===== config.mk =====
export PLATFORM = sky130hd
export DESIGN_NAME = multicycle_control
export DESIGN_NICKNAME = d
export VERILOG_FILES = /design/src/rtl/multicycle_control.sv
export SDC_FILE = /design/constraint.sdc
export NUM_CORES = 1
export LEC_CHECK = 0
export CAP_MARGIN = 20
export CORE_ASPECT_RATIO = 1.2
export CORE_MARGIN = 4
export CORE_UTILIZATION = 30
export DETAILED_ROUTE_END_ITERATION = 8
export PLACE_DENSITY_LB_ADDON = 0.25
export SETUP_SLACK_MARGIN = 0.05
export SLEW_MARGIN = 25
export SYNTH_ARGS = -nofsm -noshare
export SYNTH_HDL_FRONTEND = slang
export SYNTH_SLANG_ARGS = --single-unit
export TNS_END_PERCENT = 5

===== constraint.sdc =====
create_clock -name clk -period 3.5 [get_ports clk]
set_clock_uncertainty 0.1 [all_clocks]
set_input_delay 0.35 -clock clk [delete_from_list [all_inputs] [get_ports clk]]
set_output_delay 0.35 -clock clk [all_outputs]
set_load 0.05 [all_outputs]

===== src/rtl/multicycle_control.sv =====
// multicycle_control: FETCH/DECODE/EXEC/MEM/WB sequencer for the multi-cycle RV32I core.
// Build option: define MULTICYCLE_CTL_TRAP_EN to add a TRAP state and illegal_inst output.

package multicycle_control_pkg;
  typedef enum logic [1:0] {ALUOP_ADD = 2'd0, ALUOP_SUB = 2'd1, ALUOP_FUNCT = 2'd2} aluop_t;
  typedef enum logic [1:0] {PCSEL_PCPLUS4 = 2'd0, PCSEL_PCPLUSIMM = 2'd1, PCSEL_RPLUSIMM = 2'd2} pcsel_t;
endpackage

module multicycle_control
  import multicycle_control_pkg::*;
#(
  parameter int unsigned INSTRET_W   = 32,
  parameter int unsigned MEM_TIMEOUT = 16
) (
  input  logic                 clk,
  input  logic                 rst,
  input  logic [6:0]           inst_opc,
  input  logic                 take_branch,
  input  logic                 mem_ready,
  output logic                 mem_req,
  output logic                 CTL_IorD,
  output logic                 CTL_IRWrite,
  output logic                 CTL_PcWrite,
  output logic [1:0]           CTL_PcSel,
  output logic                 CTL_RegWrite,
  output aluop_t               CTL_AluOp,
  output logic                 CTL_AluSrc,
  output logic                 CTL_MemRead,
  output logic                 CTL_MemWrite,
  output logic [2:0]           CTL_MemToReg,
  output logic                 bus_err,
  output logic [INSTRET_W-1:0] instret
`ifdef MULTICYCLE_CTL_TRAP_EN
  ,
  output logic                 illegal_inst
`endif
);

  localparam logic [6:0] OPC_R      = 7'b0110011;
  localparam logic [6:0] OPC_IALU   = 7'b0010011;
  localparam logic [6:0] OPC_LOAD   = 7'b0000011;
  localparam logic [6:0] OPC_STORE  = 7'b0100011;
  localparam logic [6:0] OPC_BRANCH = 7'b1100011;
  localparam logic [6:0] OPC_JAL    = 7'b1101111;
  localparam logic [6:0] OPC_JALR   = 7'b1100111;
  localparam logic [6:0] OPC_LUI    = 7'b0110111;
  localparam logic [6:0] OPC_AUIPC  = 7'b0010111;

  localparam int unsigned CNT_W   = (MEM_TIMEOUT > 2) ? $clog2(MEM_TIMEOUT) : 1;
  localparam int unsigned TO_LAST = (MEM_TIMEOUT > 0) ? MEM_TIMEOUT - 1 : 0;

  typedef enum logic [2:0] {
    S_FETCH, S_DECODE, S_EXEC, S_MEM, S_WB
`ifdef MULTICYCLE_CTL_TRAP_EN
    , S_TRAP
`endif
  } state_t;

  state_t             state, stateNext;
  logic [CNT_W-1:0]   waitCnt;
  logic               waiting, timeout, retire;

  assign waiting = (state == S_FETCH) || (state == S_MEM);
  assign timeout = (MEM_TIMEOUT != 0) && waiting && !mem_ready && (waitCnt == CNT_W'(TO_LAST));

`ifdef MULTICYCLE_CTL_TRAP_EN
  assign illegal_inst = (state == S_TRAP);
`endif

  // Outputs are forced to their idle values while rst is high so an in-flight request is dropped.
  always_comb begin
    stateNext    = state;
    retire       = 1'b0;
    mem_req      = 1'b0;
    CTL_IorD     = 1'b0;
    CTL_IRWrite  = 1'b0;
    CTL_PcWrite  = 1'b0;
    CTL_PcSel    = PCSEL_PCPLUS4;
    CTL_RegWrite = 1'b0;
    CTL_AluOp    = ALUOP_ADD;
    CTL_AluSrc   = 1'b0;
    CTL_MemRead  = 1'b0;
    CTL_MemWrite = 1'b0;
    CTL_MemToReg = 3'd0;
    if (!rst) begin
      case (state)
        S_FETCH: begin
          mem_req     = 1'b1;
          CTL_MemRead = 1'b1;
          if (mem_ready) begin
            CTL_IRWrite = 1'b1;
            CTL_PcWrite = 1'b1;
            stateNext   = S_DECODE;
          end
        end
        S_DECODE: stateNext = S_EXEC;
        S_EXEC: begin
          case (inst_opc)
            OPC_R: begin
              CTL_AluOp = ALUOP_FUNCT;
              stateNext = S_WB;
            end
            OPC_IALU: begin
              CTL_AluSrc = 1'b1;
              CTL_AluOp  = ALUOP_FUNCT;
              stateNext  = S_WB;
            end
            OPC_LOAD, OPC_STORE: begin
              CTL_AluSrc = 1'b1;
              stateNext  = S_MEM;
            end
            OPC_BRANCH: begin
              CTL_AluOp   = ALUOP_SUB;
              CTL_PcWrite = take_branch;
              CTL_PcSel   = PCSEL_PCPLUSIMM;
              stateNext   = S_FETCH;
              retire      = 1'b1;
            end
            OPC_JAL: begin
              CTL_PcWrite = 1'b1;
              CTL_PcSel   = PCSEL_PCPLUSIMM;
              stateNext   = S_WB;
            end
            OPC_JALR: begin
              CTL_AluSrc  = 1'b1;
              CTL_PcWrite = 1'b1;
              CTL_PcSel   = PCSEL_RPLUSIMM;
              stateNext   = S_WB;
            end
            OPC_LUI, OPC_AUIPC: stateNext = S_WB;
            default: begin
`ifdef MULTICYCLE_CTL_TRAP_EN
              stateNext = S_TRAP;
`else
              stateNext = S_FETCH;
              retire    = 1'b1;
`endif
            end
          endcase
        end
        S_MEM: begin
          mem_req      = 1'b1;
          CTL_IorD     = 1'b1;
          CTL_MemRead  = (inst_opc == OPC_LOAD);
          CTL_MemWrite = (inst_opc == OPC_STORE);
          if (mem_ready) begin
            if (inst_opc == OPC_LOAD) begin
              stateNext = S_WB;
            end else begin
              stateNext = S_FETCH;
              retire    = 1'b1;
            end
          end else if (timeout) begin
            stateNext = S_FETCH;
          end
        end
        S_WB: begin
          CTL_RegWrite = 1'b1;
          case (inst_opc)
            OPC_LOAD:          CTL_MemToReg = 3'd1;
            OPC_JAL, OPC_JALR: CTL_MemToReg = 3'd2;
            OPC_LUI:           CTL_MemToReg = 3'd3;
            default:           CTL_MemToReg = 3'd0;
          endcase
          stateNext = S_FETCH;
          retire    = 1'b1;
        end
`ifdef MULTICYCLE_CTL_TRAP_EN
        S_TRAP: stateNext = S_TRAP;
`endif
        default: stateNext = S_FETCH;
      endcase
    end
  end

  always_ff @(posedge clk) begin
    if (rst) begin
      state   <= S_FETCH;
      waitCnt <= '0;
      bus_err <= 1'b0;
      instret <= '0;
    end else begin
      state <= stateNext;
      // A fetch timeout stays in FETCH, so the counter must be cleared explicitly there.
      waitCnt <= (!waiting || timeout || (stateNext != state)) ? '0 : waitCnt + CNT_W'(1);
      if (timeout) bus_err <= 1'b1;
      if (retire)  instret <= instret + INSTRET_W'(1);
    end
  end

endmodule


Word level (Yosys, flattened, before mapping)
Index checks and enable logic that the tools add are counted.
- register bits after elaboration: 40
- bits in latches: 0
- bits in writable memories: 0
- memory bits (read-only): 0
- bits of input ports: 11
- output and inout bits: 48
- logic and storage cells: 78
- memories kept: 0
- add/sub/neg operators: 2
- $mul: 0
- divide/modulo/power cells: 0
- $lt $le $gt $ge: 0
- eq/ne operators: 15
- shift-type cells: 0
- multiplexer cells: 40
- bitwise operators: 0
- reductions and logical operators: 17
- operators by type and width (kind ; count):
    $add 32x1->32 const B ; 1
    $eq 7x6->1 const B ; 3
    $eq 7x7->1 const B ; 3
    $mux 1 ; 20
    $mux 3 ; 5
    $eq 7x5->1 const B ; 2
    $mux 2 ; 6
    $pmux 3 s4 ; 1
    $reduce_or 2->1 ; 6
    $pmux 2 s2 ; 2
    $reduce_or 8->1 ; 1
    $eq 7x2->1 const B ; 1
    $eq 3x2->1 const B ; 2
    $pmux 1 s2 ; 3
    $pmux 2 s3 ; 1
    $pmux 3 s2 ; 1
    $reduce_or 6->1 ; 1
    $add 4x1->4 const B ; 1
    $eq 4x4->1 const B ; 1
    $reduce_or 4->1 ; 1
    $eq 3x1->1 const B ; 1
    $eq 3x3->1 const B ; 1
    $logic_not 3->1 ; 1
    $logic_or 1x1->1 ; 3
    4 further kinds ; 6

Depth between registers and ports, before layout
- depth after elaboration: 11
- mapped depth: 8
- mapped depth without buffers: 6

Least setup slack after synthesis
No wires, ideal clock.
- path type: input -> output
- start: input port inst_opc[2]
- end: output port CTL_MemToReg[0]
- arrival time: 3.304 ns
- path slack: -0.254 ns
- stages: 3
- path buffers: 1
- path through: buf_2 -> or3_1 -> a2111oi_0
- word-level cells in the longest chain between the ends: 5
- elaborated cells between the ends (all ways): 8
- RTL lines (element ; line ; RTL):
    start, declared ; 17 ; input logic [6:0] inst_opc,
    $eq 7x7->1 ; 159 ; case (inst_opc)
    $reduce_or 2->1 (no line) ; -- ;
    $pmux 2 s3 (*) ; 159 ;
    $mux 2 (*) ; 86 ; case (state)
    $mux 2 (*) ; 85 ; if (!rst) begin
    end, declared ; 30 ; output logic [2:0] CTL_MemToReg,
Every way passes the cells marked *; elsewhere a longest branch is shown, timed or not.

Worst setup path in the final report
- start: input port inst_opc[4]
- end: output port CTL_PcSel[0]
- word-level cells in the longest chain between the ends: 5
- elaborated cells between the ends (all ways): 7
- RTL lines (element ; line ; RTL):
    $eq 7x7->1 ; 98 ; case (inst_opc)
    $reduce_or 2->1 (no line) ; -- ;
    $pmux 2 s2 (*) ; 98 ;
    $mux 2 (*) ; 86 ;
    $mux 2 (*) ; 85 ;
    end, declared ; 24 ; output logic [1:0] CTL_PcSel,
Marked as above.

==> results.md <==
* DP Worst Slack at 361 ps
* Largest net degree at the start of global routing at 68
* Most frequent cells in the layout: clkdlybuf4s50_1, nor2_1, dfxtp_1
* Yosys reg bits at 40
* Setup violations, final at 0
* RSZ-0062 raised after global routing: false
* Layout Nets at 367
* Synth Net Count at 320
* FF-to-FF Start: instret[12]
* Worst setup SP type: input port
* Die Wd at 92.4 µm
* Post-CTS Setup Bufs at 0
* Ys flop type: dfxtp_1
* DPL Wire Length at 4.43 mm
* Post-synthesis cell count at 307
* VDD IR max at 0.132 mV
* Slew @ Worst Pin at 642 ps
* Total power at 0.853 mW
* Register area share after synthesis at 0.312
* Outcome: complete, no violations
* Total track usage at 0.128
* First-pass GRT wire length at 10.7 mm
* Complex-gate fraction of the synthesized area at 0.158
* Count of input and output buffers at 57
* CTS tree: done
* Vias in the first global route at 2,257
* Initial Util at 0.311
* Layout Area Growth over Synthesis at 27.5%
* Vert. Die Dim at 109 µm
* Area contributors post-synth: dfxtp_1, mux2_1, nor2b_1
* Cell taking the most area after synthesis: dfxtp_1
* Via count at 2,352
* Top cell type's share of synthesized area at 0.312
* Fin. Hold Viols at 0
* Critical Path RT at 3050 ps
* Largest family of logic cells by synthesized area: simple AND/OR/NAND/NOR gates
* I/O Pins at 59
* Worst Hold Class: in2reg
* Hold-fix buffers at CTS at 0
* Mux cell area share after synthesis at 0.132
* Initial antenna violation count at 0
* Crit end category: primary output
* Die area at 10,100 µm²
* WL final at 6.20 mm
* Final std cells w/o fill at 468
* Row cnt at 36
* Critical path class: in2out
* Post-synthesis cell type count at 49
* Part of the cycle the worst path needs at 0.896
* Slew Viols, Final at 0
* Setup TNS at 0 ps
* Most common cell after layout, fill and taps aside: clkdlybuf4s50_1
* Max H-tree Level at 2
* TritonRoute pass-1 iters at 4
* Rel. slew slack at 0.572
* Fmax at 319 MHz
* Vias/cell at 5.03
* Post-Synth Adder-Cell Area at 0.00975
* GRT Residual Overflow at 0
* Worst hold start: rst
* Max-cap violations at 0
* Dpl cells at 461
* Post-synth ARST share at 0
* Gpl congestion at 0.781
* DR WL/cell at 13.2 µm
* Filler cells at 831
* Crit path DAT at 2680 ps
* Worst Setup SP: inst_opc[4]
* Starting DRT DRC Count at 133
* Synth Warn # at 0
* Synthesized area at 2570 µm²
* Min Clock Period, post-route at 3130 ps
* Core area at 8240 µm²
* Syn avg cell area at 8.36 µm²
* Hold_ws at 266 ps
* Leak at 1.18 nW
* CTS max path bufs at 2
* Post-synthesis simple-gate area fraction at 0.327
* Root buf cell: clkbuf_8
* Num CTS Buffers at 5
* Final worst-path setup slack at 365 ps
* Diodes inserted at 0
* Post-synthesis xor/xnor area fraction at 0.0137
* Latest clock arrival within the worst-skew pair at 290 ps
* Fraction of layout cells with a size suffix above 1 at 0.124
* PD cells at 261 nW/µm²
* CTS sink count at 40
* Antenna-violating nets left at 0
* Worst-path fanout max at 7
* Post-synth EDFFs at 0
* DR DRC count at 0
* Post_cts resized at 0
* Worst-path clk slew at 70 ps
## report_power, final
part           internal [mW]  switching, mW
Sequential             0.458        0.00535
Clock                  0.136          0.158
Combinational         0.0338         0.0620
## final timing paths
path	slack (ps)	cells after the start	end
hold / removal	270	3	state[0]
setup / recovery	370	5	CTL_PcSel[0]
setup reg to reg	1110	5	instret[31]
hold reg to reg	350	1	waitCnt[0]
## per-stage QoR
| step | utilization | area [µm²] |
|---|---|---|
| floorplan | - | 2570 |
| global placement | 0.388 | 3190 |
| detailed placement | 0.388 | 3190 |
| CTS | 0.397 | 3270 |
| global route | 0.397 | 3270 |
| finish | 0.397 | 3270 |
## cells in the mapped netlist (6+ instances only)
master,n
nand3_1,16
nor3_1,6
buf_2,6
mux2_2,12
nand4_1,8
a21oi_1,15
clkbuf_1,11
nor2b_1,31
nand2_1,20
nor2_1,45
mux2_1,18
a2111oi_2,10
a211oi_1,9
dfxtp_1,40
## flip-flops by register name (all words and copies together) (netlist names)
name     count
instret     32
waitCnt      4
bus_err      1
state        3
## metal layers
| metal | global-route usage | up-vias | part of all wire |
|---|---|---|---|
| met5 | 0 | - | 0 |
| met4 | 0.0372 | 0 | 0.012 |
| met3 | 0.0349 | 6 | 0.053 |
| met2 | 0.217 | 47 | 0.48 |
| met1 | 0.161 | 1101 | 0.46 |
| li1 | - | 1198 | - |
## logic make-up (layout without fill, tap and decap cells)
| family | Yosys count | count (layout) |
|---|---|---|
| simple gates | 155 | 155 |
| compound gates | 50 | 50 |
| flops | 40 | 40 |
| mux | 30 | 30 |
| buf+inv | 25 | 72 |
| xor+xnor | 4 | 4 |
| fa+ha+maj | 2 | 2 |
| other cells | 1 | 1 |
## final cells by class
cell class | instances | area, µm² | share of cell area
Timing Repair Buffer | 62 | 593 | 0.181
Sequential cell | 40 | 801 | 0.245
Inverter | 3 | 11.3 | 0.00344
Multi-Input combinational cell | 242 | 1650 | 0.503
Clock inverter | 1 | 5.00 | 0.00153
Tap cell | 114 | 143 | 0.0436
Clock buffer | 6 | 72.6 | 0.0222
## critical path, cell delays in order
cell,delay (ps)
clkdlybuf4s50_1,500
nand3b_2,290
or4_1,590
nor2_1,140
clkdlybuf4s50_1,820
(Power assumes the default switching activity.)
